==> src/rtl/ps2_kbd_cmd_sequencer_pkg.sv <==
// Shared opcodes, keyboard response codes and FSM state type for the PS/2
// keyboard command sequencer.
package ps2_kbd_pkg;

   localparam logic [7:0] CMD_RESET     = 8'hFF;
   localparam logic [7:0] CMD_SET_LED   = 8'hED;
   localparam logic [7:0] CMD_TYPEMATIC = 8'hF3;

   localparam logic [7:0] RSP_ACK      = 8'hFA;
   localparam logic [7:0] RSP_RESEND   = 8'hFE;
   localparam logic [7:0] RSP_BAT_OK   = 8'hAA;
   localparam logic [7:0] RSP_BAT_FAIL = 8'hFC;

   localparam int TIMER_W = 26;

   typedef enum logic [3:0] {
      ST_IDLE,
      ST_SEND_CMD,
      ST_WAIT_TXD,
      ST_WAIT_ACK,
      ST_SEND_ARG,
      ST_WAIT_TXD_ARG,
      ST_WAIT_ARG_ACK,
      ST_WAIT_BAT,
      ST_DONE,
      ST_ERR
   } state_e;

endpackage

==> src/rtl/ps2_kbd_cmd_sequencer_if.sv <==
// Byte-level link between the sequencer, the PS/2 transceiver and the
// scancode decoder; master is the sequencer side.
interface ps2_kbd_cmd_sequencer_if;
   logic [7:0] tx_data;
   logic       tx_valid;
   logic       tx_ready;
   logic       tx_done;
   logic [7:0] rx_data;
   logic       rx_valid;
   logic [7:0] scan_data;
   logic       scan_valid;

   modport master (
      output tx_data, tx_valid, scan_data, scan_valid,
      input  tx_ready, tx_done, rx_data, rx_valid
   );

   modport slave (
      input  tx_data, tx_valid, scan_data, scan_valid,
      output tx_ready, tx_done, rx_data, rx_valid
   );
endinterface

==> src/rtl/ps2_kbd_cmd_sequencer_timer.sv <==
// Response timer: counts up from zero after each clear and flags the last
// cycle of the window set by limit_i.
module ps2_cmd_timer
   import ps2_kbd_pkg::*;
#(
   parameter int W = TIMER_W
) (
   input  logic         clk,
   input  logic         reset,
   input  logic         clr_i,
   input  logic [W-1:0] limit_i,
   output logic         expired_o
);

   logic [W-1:0] cnt_q, cnt_d;

   always_comb begin
      cnt_d = clr_i ? '0 : cnt_q + W'(1);
   end

   always_ff @(posedge clk) begin
      if (reset) cnt_q <= '0;
      else       cnt_q <= cnt_d;
   end

   assign expired_o = (cnt_q == limit_i - W'(1));

endmodule

==> src/rtl/ps2_kbd_cmd_sequencer.sv <==
// Host-side PS/2 keyboard command sequencer: arbitrates reset/LED/typematic
// requests, sends opcode and argument with ACK/resend/timeout handling.
// Optional build macro KBD_INIT_ON_RESET_EN issues a keyboard reset after
// every system reset.
//
// state            | meaning
// ST_IDLE          | arbitrate requests, forward rx bytes as scancodes
// ST_SEND_CMD      | offer opcode byte to transceiver
// ST_WAIT_TXD      | opcode accepted, wait for tx_done
// ST_WAIT_ACK      | wait for 0xFA to the opcode
// ST_SEND_ARG      | offer argument byte
// ST_WAIT_TXD_ARG  | argument accepted, wait for tx_done
// ST_WAIT_ARG_ACK  | wait for 0xFA to the argument
// ST_WAIT_BAT      | reset acknowledged, wait for self-test result
// ST_DONE          | pulse cmd_done
// ST_ERR           | command failed, cmd_error already set
module ps2_kbd_cmd_sequencer
   import ps2_kbd_pkg::*;
#(
   parameter int unsigned ACK_TIMEOUT = 1_000_000,
   parameter int unsigned BAT_TIMEOUT = 37_500_000,
   parameter int unsigned MAX_RETRY   = 3
) (
   input  logic       CLOCK_50,
   input  logic       reset,
   input  logic       init_req,
   input  logic       led_req,
   input  logic [2:0] led_val,
   input  logic       rate_req,
   input  logic [7:0] rate_val,
   ps2_kbd_cmd_sequencer_if.master kbd,
   output logic       busy,
   output logic       cmd_done,
   output logic       cmd_error
);

   localparam int RW = $clog2(MAX_RETRY + 2);
   localparam logic [RW-1:0]      MAX_RETRY_W = RW'(MAX_RETRY);
   localparam logic [TIMER_W-1:0] ACK_LIM     = TIMER_W'(ACK_TIMEOUT);
   localparam logic [TIMER_W-1:0] BAT_LIM     = TIMER_W'(BAT_TIMEOUT);

   state_e        state_q, state_d;
   logic [7:0]    opcode_q, opcode_d;
   logic [7:0]    arg_q, arg_d;
   logic          has_arg_q, has_arg_d;
   logic          is_init_q, is_init_d;
   logic [RW-1:0] retry_q, retry_d;
   logic [RW-1:0] retry_inc;
   logic          retry_ok;
   logic          cmd_error_q, cmd_error_d;

   logic          grant;
   logic          init_any;
   logic          tx_valid;
   logic [7:0]    tx_data;
   logic          timer_clr;
   logic          timer_exp;
   logic [TIMER_W-1:0] timer_limit;

   logic rx_ack, rx_resend, rx_bat_ok, rx_bat_fail;

`ifdef KBD_INIT_ON_RESET_EN
   // Pending synthetic reset request, armed by system reset.
   logic auto_init_q;

   always_ff @(posedge CLOCK_50) begin
      if (reset)      auto_init_q <= 1'b1;
      else if (grant) auto_init_q <= 1'b0;
   end

   assign init_any = init_req | auto_init_q;
`else
   assign init_any = init_req;
`endif

   assign rx_ack      = kbd.rx_valid && (kbd.rx_data == RSP_ACK);
   assign rx_resend   = kbd.rx_valid && (kbd.rx_data == RSP_RESEND);
   assign rx_bat_ok   = kbd.rx_valid && (kbd.rx_data == RSP_BAT_OK);
   assign rx_bat_fail = kbd.rx_valid && (kbd.rx_data == RSP_BAT_FAIL);

   assign retry_inc = retry_q + RW'(1);
   assign retry_ok  = (retry_inc <= MAX_RETRY_W);

   always_comb begin
      state_d     = state_q;
      opcode_d    = opcode_q;
      arg_d       = arg_q;
      has_arg_d   = has_arg_q;
      is_init_d   = is_init_q;
      retry_d     = retry_q;
      cmd_error_d = cmd_error_q;
      grant       = 1'b0;
      tx_valid    = 1'b0;
      tx_data     = '0;

      case (state_q)
         ST_IDLE: begin
            if (init_any) begin
               grant     = 1'b1;
               opcode_d  = CMD_RESET;
               arg_d     = '0;
               has_arg_d = 1'b0;
               is_init_d = 1'b1;
            end else if (led_req) begin
               grant     = 1'b1;
               opcode_d  = CMD_SET_LED;
               arg_d     = {5'b0, led_val};
               has_arg_d = 1'b1;
               is_init_d = 1'b0;
            end else if (rate_req) begin
               grant     = 1'b1;
               opcode_d  = CMD_TYPEMATIC;
               arg_d     = rate_val & 8'h7F;
               has_arg_d = 1'b1;
               is_init_d = 1'b0;
            end
            if (grant) begin
               retry_d     = '0;
               cmd_error_d = 1'b0;
               state_d     = ST_SEND_CMD;
            end
         end

         ST_SEND_CMD: begin
            tx_valid = 1'b1;
            tx_data  = opcode_q;
            if (kbd.tx_ready) state_d = ST_WAIT_TXD;
         end

         ST_WAIT_TXD: begin
            if (kbd.tx_done) state_d = ST_WAIT_ACK;
         end

         ST_WAIT_ACK: begin
            if (rx_ack) begin
               if (has_arg_q)      state_d = ST_SEND_ARG;
               else if (is_init_q) state_d = ST_WAIT_BAT;
               else                state_d = ST_DONE;
            end else if (rx_resend || timer_exp) begin
               retry_d = retry_inc;
               if (retry_ok) begin
                  state_d = ST_SEND_CMD;
               end else begin
                  state_d     = ST_ERR;
                  cmd_error_d = 1'b1;
               end
            end
         end

         ST_SEND_ARG: begin
            tx_valid = 1'b1;
            tx_data  = arg_q;
            if (kbd.tx_ready) state_d = ST_WAIT_TXD_ARG;
         end

         ST_WAIT_TXD_ARG: begin
            if (kbd.tx_done) state_d = ST_WAIT_ARG_ACK;
         end

         ST_WAIT_ARG_ACK: begin
            // Opcode and argument draw on the same retry budget.
            if (rx_ack) begin
               state_d = ST_DONE;
            end else if (rx_resend || timer_exp) begin
               retry_d = retry_inc;
               if (retry_ok) begin
                  state_d = ST_SEND_ARG;
               end else begin
                  state_d     = ST_ERR;
                  cmd_error_d = 1'b1;
               end
            end
         end

         ST_WAIT_BAT: begin
            if (rx_bat_ok) begin
               state_d = ST_DONE;
            end else if (rx_bat_fail || timer_exp) begin
               state_d     = ST_ERR;
               cmd_error_d = 1'b1;
            end
         end

         ST_DONE: state_d = ST_IDLE;
         ST_ERR:  state_d = ST_IDLE;
         default: state_d = ST_IDLE;
      endcase
   end

   always_ff @(posedge CLOCK_50) begin
      if (reset) begin
         state_q     <= ST_IDLE;
         opcode_q    <= '0;
         arg_q       <= '0;
         has_arg_q   <= 1'b0;
         is_init_q   <= 1'b0;
         retry_q     <= '0;
         cmd_error_q <= 1'b0;
      end else begin
         state_q     <= state_d;
         opcode_q    <= opcode_d;
         arg_q       <= arg_d;
         has_arg_q   <= has_arg_d;
         is_init_q   <= is_init_d;
         retry_q     <= retry_d;
         cmd_error_q <= cmd_error_d;
      end
   end

   assign timer_clr   = (state_d != state_q);
   assign timer_limit = (state_q == ST_WAIT_BAT) ? BAT_LIM : ACK_LIM;

   ps2_cmd_timer #(.W(TIMER_W)) u_timer (
      .clk       (CLOCK_50),
      .reset     (reset),
      .clr_i     (timer_clr),
      .limit_i   (timer_limit),
      .expired_o (timer_exp)
   );

   assign kbd.tx_valid   = tx_valid;
   assign kbd.tx_data    = tx_data;
   assign kbd.scan_valid = kbd.rx_valid && (state_q == ST_IDLE) && !grant;
   assign kbd.scan_data  = kbd.scan_valid ? kbd.rx_data : 8'h00;

   assign busy      = (state_q != ST_IDLE);
   assign cmd_done  = (state_q == ST_DONE);
   assign cmd_error = cmd_error_q;

endmodule

==> src/flat_wrapper.sv <==
// flat-port wrapper written by rule: the top's interface ports become plain ports
module ps2_kbd_cmd_sequencer_flat import ps2_kbd_pkg::*;
#(
   parameter int unsigned ACK_TIMEOUT = 1_000_000,
   parameter int unsigned BAT_TIMEOUT = 37_500_000,
   parameter int unsigned MAX_RETRY   = 3
)
  (CLOCK_50, reset, init_req, led_req, led_val, rate_req, rate_val, busy, cmd_done, cmd_error, kbd_tx_data, kbd_tx_valid, kbd_scan_data, kbd_scan_valid, kbd_tx_ready, kbd_tx_done, kbd_rx_data, kbd_rx_valid);
  ps2_kbd_cmd_sequencer_if kbd_i ();
  input  logic CLOCK_50;
  input  logic reset;
  input  logic init_req;
  input  logic led_req;
  input  logic [2:0] led_val;
  input  logic rate_req;
  input  logic [7:0] rate_val;
  output logic busy;
  output logic cmd_done;
  output logic cmd_error;
  output wire logic [$bits(kbd_i.tx_data)-1:0] kbd_tx_data;
  output wire logic [$bits(kbd_i.tx_valid)-1:0] kbd_tx_valid;
  output wire logic [$bits(kbd_i.scan_data)-1:0] kbd_scan_data;
  output wire logic [$bits(kbd_i.scan_valid)-1:0] kbd_scan_valid;
  input wire logic [$bits(kbd_i.tx_ready)-1:0] kbd_tx_ready;
  input wire logic [$bits(kbd_i.tx_done)-1:0] kbd_tx_done;
  input wire logic [$bits(kbd_i.rx_data)-1:0] kbd_rx_data;
  input wire logic [$bits(kbd_i.rx_valid)-1:0] kbd_rx_valid;
  assign kbd_tx_data = kbd_i.tx_data;
  assign kbd_tx_valid = kbd_i.tx_valid;
  assign kbd_scan_data = kbd_i.scan_data;
  assign kbd_scan_valid = kbd_i.scan_valid;
  assign kbd_i.tx_ready = kbd_tx_ready;
  assign kbd_i.tx_done = kbd_tx_done;
  assign kbd_i.rx_data = kbd_rx_data;
  assign kbd_i.rx_valid = kbd_rx_valid;
  ps2_kbd_cmd_sequencer #(.ACK_TIMEOUT(ACK_TIMEOUT), .BAT_TIMEOUT(BAT_TIMEOUT), .MAX_RETRY(MAX_RETRY)) u_core (.CLOCK_50(CLOCK_50), .reset(reset), .init_req(init_req), .led_req(led_req), .led_val(led_val), .rate_req(rate_req), .rate_val(rate_val), .kbd(kbd_i), .busy(busy), .cmd_done(cmd_done), .cmd_error(cmd_error));
endmodule
==> config.mk <==
export PLATFORM = sky130hd
export DESIGN_NAME = ps2_kbd_cmd_sequencer_flat
export DESIGN_NICKNAME = d
export VERILOG_FILES = /design/src/rtl/ps2_kbd_cmd_sequencer_pkg.sv /design/src/rtl/ps2_kbd_cmd_sequencer_if.sv /design/src/rtl/ps2_kbd_cmd_sequencer_timer.sv /design/src/rtl/ps2_kbd_cmd_sequencer.sv /design/src/flat_wrapper.sv
export SDC_FILE = /design/constraint.sdc
export NUM_CORES = 1
export LEC_CHECK = 0
export ABC_AREA = 1
export BUFFER_PORTS_ARGS = -buffer_cell sky130_fd_sc_hd__buf_2
export CORE_MARGIN = 3
export CORE_UTILIZATION = 59
export DETAILED_ROUTE_END_ITERATION = 8
export PLACE_DENSITY_LB_ADDON = 0.2
export REMOVE_ABC_BUFFERS = 1
export SYNTH_ARGS = -nofsm -noshare
export SYNTH_HDL_FRONTEND = slang
export SYNTH_HIERARCHICAL = 1
export SYNTH_SLANG_ARGS = --single-unit
==> constraint.sdc <==
create_clock -name CLOCK_50 -period 4.85 [get_ports CLOCK_50]
set_input_delay 0.485 -clock CLOCK_50 [delete_from_list [all_inputs] [get_ports CLOCK_50]]
set_output_delay 0.485 -clock CLOCK_50 [all_outputs]
set_load 0.01 [all_outputs]
* Yosys cells after proc, flatten, opt, wreduce, memory -nomap -nowiden *
Cells that the tools add are included.
Widths: inputs -> output; s select.

word-level totals
  flip-flop bits (word level) = 52
  input port bits = 27
  latch bits = 0
  ROM bits = 0
  memory bits (writable) = 0
  logic and storage cells = 100
  memories = 0
  output and inout port bits = 21

operators by class
  bitwise gates (word level) = 0
  $add $sub $neg = 3
  div/mod/pow operators = 0
  eq/ne operators = 20
  shift operators = 0
  $mul = 0
  reductions and logical operators = 20
  $lt $le $gt $ge = 1
  muxes and demuxes = 48

operators by type and width
  operator               count
  $mux 4                 15
  $mux 8                 7
  $eq 8x8->1 const B     4
  $pmux 4 s8             1
  $add 26x1->26 const B  1
  $eq 26x26->1           1
  $mux 26                1
  $sub 26x1->26 const B  1
  $mux 1                 18
  $eq 4x3->1 const B     4
  $pmux 8 s2             1
  $mux 3                 3
  $eq 4x2->1 const B     2
  $reduce_and 7->1       1
  $logic_and 1x1->1      6
  $ne 2x1->1 const B     3
  $ne 2x2->1 const B     3
  $pmux 3 s2             1
  $reduce_bool 3->1      2
  $reduce_or 2->1        3
  $eq 4x1->1 const B     1
  $eq 4x4->1 const B     1
  $logic_not 4->1        1
  $ne 4x4->1             1
  9 further kinds        10

* Logic depth before layout (Yosys ltp) *
  depth in word-level cells = 10
  mapped depth = 29
  gate-level depth less buffers = 29

* Modules after synthesis *
Netlist, hierarchy kept.

by module, submodules not included
  module                 area each (µm²)  cells an instance  sequential area each (µm²)  times used
  ps2_cmd_timer          2,377.3          399                520.5                       1
  ps2_kbd_cmd_sequencer  1,481.4          248                400.4                       1

* Worst setup path before layout *
No wires, ideal clock.

  path kind = reg2reg
  from = register u_core.state_q[1]
  to = register u_core.u_timer.cnt_q[10]
  arrival time = 3.772 ns
  path buffers = 1
  required time = 4.770 ns
  library setup time = 0.080 ns
  period minus slack after synthesis = 3.852 ns
  stages on the path, launching flop included = 26
  slack = 0.998 ns
  cell sequence = dfxtp_1 -> nand2_1 -> nor2_2 -> inv_1 -> xnor2_1 -> inv_1 -> nand2_1 -> nand3_1 -> nor2_1 -> nand3_1 -> nor2_1 -> nand3_1 -> nor2_1 -> inv_1 -> nand2_1 -> nand2_1 -> nand3_1 -> nand3_1 -> nand2_1 -> nand2_1 -> nor2_1 -> nand2_1 -> nor2_1 -> inv_1 -> clkbuf_1 -> nor3b_1

between the ends
  longest elaborated chain between the ends = 10
  elaborated cells between the ends (all ways) = 27
  classes of those cells = 1 x add/sub; 9 x eq/ne; 13 x mux; 4 x reduce/logical

RTL lines
  item                                 RTL line                                                                                  source
  start: declaration                   ps2_kbd_cmd_sequencer.sv:42                                                               state_e state_q, state_d;
  start signal: assignment             ps2_kbd_cmd_sequencer.sv:200                                                              state_q <= state_d;
  $eq 4x3->1 (*)                       ps2_kbd_cmd_sequencer.sv:211                                                              assign timer_limit = (state_q == ST_WAIT_BAT) ? BAT_LIM : ACK_LIM;
  $mux 26 (*)                          ps2_kbd_cmd_sequencer.sv:211
  net u_core.timer_limit[10]           ps2_kbd_cmd_sequencer.sv:58                                                               logic [TIMER_W-1:0] timer_limit;
  $sub 26x1->26 (*)                    ps2_kbd_cmd_sequencer_timer.sv:26                                                         assign expired_o = (cnt_q == limit_i - W'(1));
  $eq 26x26->1 (*)                     ps2_kbd_cmd_sequencer_timer.sv:26
  net u_core.timer_exp                 ps2_kbd_cmd_sequencer.sv:57                                                               logic timer_exp;
  $logic_or 1x1->1 (on tied branches)  ps2_kbd_cmd_sequencer.sv:178, ps2_kbd_cmd_sequencer.sv:139, ps2_kbd_cmd_sequencer.sv:164
  $mux 4 (on tied branches)            ps2_kbd_cmd_sequencer.sv:178, ps2_kbd_cmd_sequencer.sv:139, ps2_kbd_cmd_sequencer.sv:164
  $mux 4 (on tied branches)            ps2_kbd_cmd_sequencer.sv:176, ps2_kbd_cmd_sequencer.sv:135, ps2_kbd_cmd_sequencer.sv:162
  $pmux 4 s8 (*)                       ps2_kbd_cmd_sequencer.sv:96                                                               case (state_q)
  $ne 4x4->1 (*)                       ps2_kbd_cmd_sequencer.sv:210                                                              assign timer_clr = (state_d != state_q);
  net u_core.timer_clr                 ps2_kbd_cmd_sequencer.sv:56                                                               logic timer_clr;
  $reduce_or 2->1 (no line) (*)        -
  end signal: assignment               ps2_kbd_cmd_sequencer_timer.sv:23                                                         else cnt_q <= cnt_d;
  end: declaration                     ps2_kbd_cmd_sequencer_timer.sv:15                                                         logic [W-1:0] cnt_q, cnt_d;

The timed path passes the listed nets; every way through them passes the cells marked *.
A chain may end at the register's enable or synchronous reset.

* Final worst setup path *
  from = register u_core.state_q[3]
  to = register u_core.u_timer.cnt_q[12]

Same word-level chain as after synthesis.

==> out/metrics.cfg <==
[logic_synthesis]
synth_compound_area_share_pct = 10.9
synth_common_cells = 166 x nand2_1, 95 x nor2_1, 86 x inv_1
synth_top_family_by_area = simple AND/OR/NAND/NOR gates
async_reset_ff_share_pct = 0
synth_top_area_cell = dfxtp_1
yosys.area_share.simple_pct = 47.5
synth_mux_area_share_pct = 0
yosys-top-cells-area = dfxtp_1 24%, nand2_1 16%, nor2_1 9.2%
syn_area_per_cell_um2 = 5.96
synth_edf_count = 0
synth_cell_types = 42
synth_area_um2 = 3860
yosysWarnings = 6
synth_top_area_share_pct = 23.9
ys_seq_area_share_pct = 23.9
synth_most_common_cell = nand2_1
syn_inst = 647
yosys_most_used_dff = dfxtp_1
synth_xor_area_share_pct = 6.13
synth_fa_ha_area_share_pct = 1.30
ys_seq_elements = 46

[placement]
io_buffer_count = 46
place_congestion = 0.897
hpwl_um = 7580

[layout]
utilization_pct = 72.5
drive_above_1_share_pct = 13.4
nets = 777
diodes = 0
area_growth_pct = 15.2

[floorplan]
die-height_um = 86.9
start_util_pct = 62.9
core_um2 = 6130
io_pins = 48
fp.dieArea_um2 = 7550
fp.dieW_um = 86.9
row_count = 28

[critical_path]
r2r_cells = 26
regToRegStartpoint = u_core/state_q[3]
worstPathMaxFanout = 17
cp-end-kind = flop
r2r_end = u_core/u_timer/cnt_q[12]
start_kind = flop
crit_type = reg -> reg
cp.required_ns = 5.07
arrival_ns = 4.13
r2r_setup_slack_ns = 0.95

[drt]
vias = 4195
drt_wl_total_um = 9510
viasPerCell = 5.10
post_drt_wl_per_cell_um = 11.6
drt-pass1-iter-count = 5
drtAntennaViolNets = 0
drt_drc_violations_left = 0
drtIter0Drc = 304

[grt]
grt_start_max_net_pins = 26
first_global_vias = 3790
antenna_found_initial = 0
grt_overflow = 0
grt_pass1_wl_um = 16300
grt_usage_pct = 26.3

[sta]
hold_viol = 0
max_slew_margin_pct = 59.4
timing.final.crit_share_pct = 80.5
rsz0062_at_grt = false
fin_crit_ns = 3.90
worstMarginPinSlew_ns = 0.608
fmax_mhz = 256
setup_viol = 0
clock_skew_ns = 0.00564
slew_viol_final = 0
setup_tns_ns = 0

[clocking]
post_cts_buffers = 0
cts_resized = 0
clk_pin_slew_ns = 0.10
clockRootBuffer = clkbuf_8
clkLatencyLatePin_ns = 0.30
numCtsBuffers = 5
clock-sinks = 46
cts_buffer_depth = 2
cts_hold_buffers = 0
h-tree-depth = 2
cts_tree = built

[min_path]
min_path_type = in -> reg
min_path_cells = 3
min-delay-start = rate_val[6]
whs_endpoint = u_core/arg_q[6]

[pwr]
leakagePower_nw = 2.10
power_density_nw_per_um2 = 195
pwr-share-clk_pct = 28.9
p_int_mw = 0.570
power.share.switching_pct = 34.3
p_seq_share_pct = 47.2
irDropWorstVdd_uv = 206
p_sw_mw = 0.298
power_frac_comb_pct = 23.9
power_mw = 0.868

[run_status]
status = finished, final reports clean

[job]
cap_viol_max_count = 0

layout by cell type (no fill, tap or decap), drive strengths merged:
cell type  synthesis  final
o21ai             36     36
nand4             11     11
clkbuf             3      5
a21oi             27     27
nor3              18     18
xnor2             11     11
buf                5     48
dfxtp             46     46
a211oi             3      3
o211ai             1      1
o21a               1      1
ha                 4      4
and3               1      1
nand2            171    171
or2                1      1
nand3b             4      4
inv               94     96
a31oi              7      7
nand3             64     64
xor2              16     16
o31ai              1      1
clkinv             0      1
conb               2     54
nor4               5      5
nor2             112    112
nor3b              3      3
critical path, stage by stage, from the launching register on:
cell and delay, ns:
dfxtp_1 0.49, inv_1 0.12, nand2_1 0.11, nor2_2 0.05
inv_1 0.45, xnor2_1 0.22, inv_1 0.06, nand2_1 0.07
nand3_1 0.06, nor2_1 0.12, nand3_1 0.07, nor2_1 0.11
nand3_1 0.08, nor2_1 0.09, inv_1 0.10, nand2_1 0.19
nand2_1 0.08, nand3_1 0.11, nand3_1 0.11, nand2_1 0.08
nand2_1 0.05, nor2_1 0.11, nand2_1 0.06, nor2_1 0.10
buf_4 0.21, inv_1 0.22, a211oi_1 0.28
power groups by stage:
stage | Combinational, mW | Sequential [mW] | Clock [mW]
final | 0.207 | 0.410 | 0.251
after floorplan | 0.143 | 0.416 | 0
after global placement | 0.198 | 0.417 | 0
after CTS | 0.202 | 0.410 | 0.256
after global routing | 0.237 | 0.412 | 0.274
after detailed placement | 0.202 | 0.419 | 0
area by class of cell:
class                           count  area (µm²)
Inverter                           94         353
Fill cell                         554        1690
Clock inverter                      3        22.5
Multi-Input combinational cell    551        2740
Clock buffer                        5        68.8
Tap cell                           75        93.8
Timing Repair Buffer               48         245
Sequential cell                    46         921
routing by layer:
metal | vias to the layer above | GRT usage (%) | routed length (µm)
met5 | - | 0 | 0
met4 | 0 | 6.80 | 61
met3 | 8 | 3.60 | 735
met2 | 131 | 41.8 | 4280
met1 | 1836 | 37.5 | 4430
li1 | 2220 | - | -
per-stage QoR:
| step | cells | cell area [µm²] | setup slack (ns) | hold slack [ns] |
|---|---|---|---|---|
| 2_1_floorplan | 691 | 4010 | 0.718 | 0.430 |
| 3_3_place_gp | 814 | 4350 | 1.11 | 0.444 |
| 3_5_place_dp | 814 | 4350 | 0.997 | 0.452 |
| 4_1_cts | 822 | 4440 | 0.944 | 0.429 |
| 5_1_grt | 822 | 4440 | 0.522 | 0.435 |
| 6_report | 822 | 4440 | 0.946 | 0.441 |
state kept, by name (all words and copies together) (netlist names):
| name | count |
|---|---|
| u_core/opcode_q | 3 |
| u_core/is_init_q | 1 |
| u_core/u_timer/cnt_q | 26 |
| u_core/state_q | 4 |
| u_core/retry_q | 3 |
| u_core/has_arg_q | 1 |
| u_core/cmd_error | 1 |
| u_core/arg_q | 7 |
cell families (layout without fill, tap and decap cells):
family                     count (synthesis)  in the layout
AOI/OAI and AO/OA                         76             76
xor gates and xnor gates                  27             27
adders and majority gates                  4              4
buffers and inverters                    102            150
other                                      2             54
DFF                                       46             46
and+or+nand+nor                          390            390
worst max-delay path by stage:
stage,startpoint,cells after the start,endpoint,slack (ns)
after floorplan,u_core/state_q[1],25,u_core/u_timer/cnt_q[9],0.72
after global placement,u_core/state_q[3],27,u_core/u_timer/cnt_q[9],1.11
after detailed placement,u_core/state_q[3],26,u_core/u_timer/cnt_q[12],1.0
after CTS,u_core/state_q[3],26,u_core/u_timer/cnt_q[12],0.94
after global routing,u_core/state_q[3],27,u_core/u_timer/cnt_q[9],0.52
final,u_core/state_q[3],26,u_core/u_timer/cnt_q[12],0.95
Power figures use the tool's default switching activity.
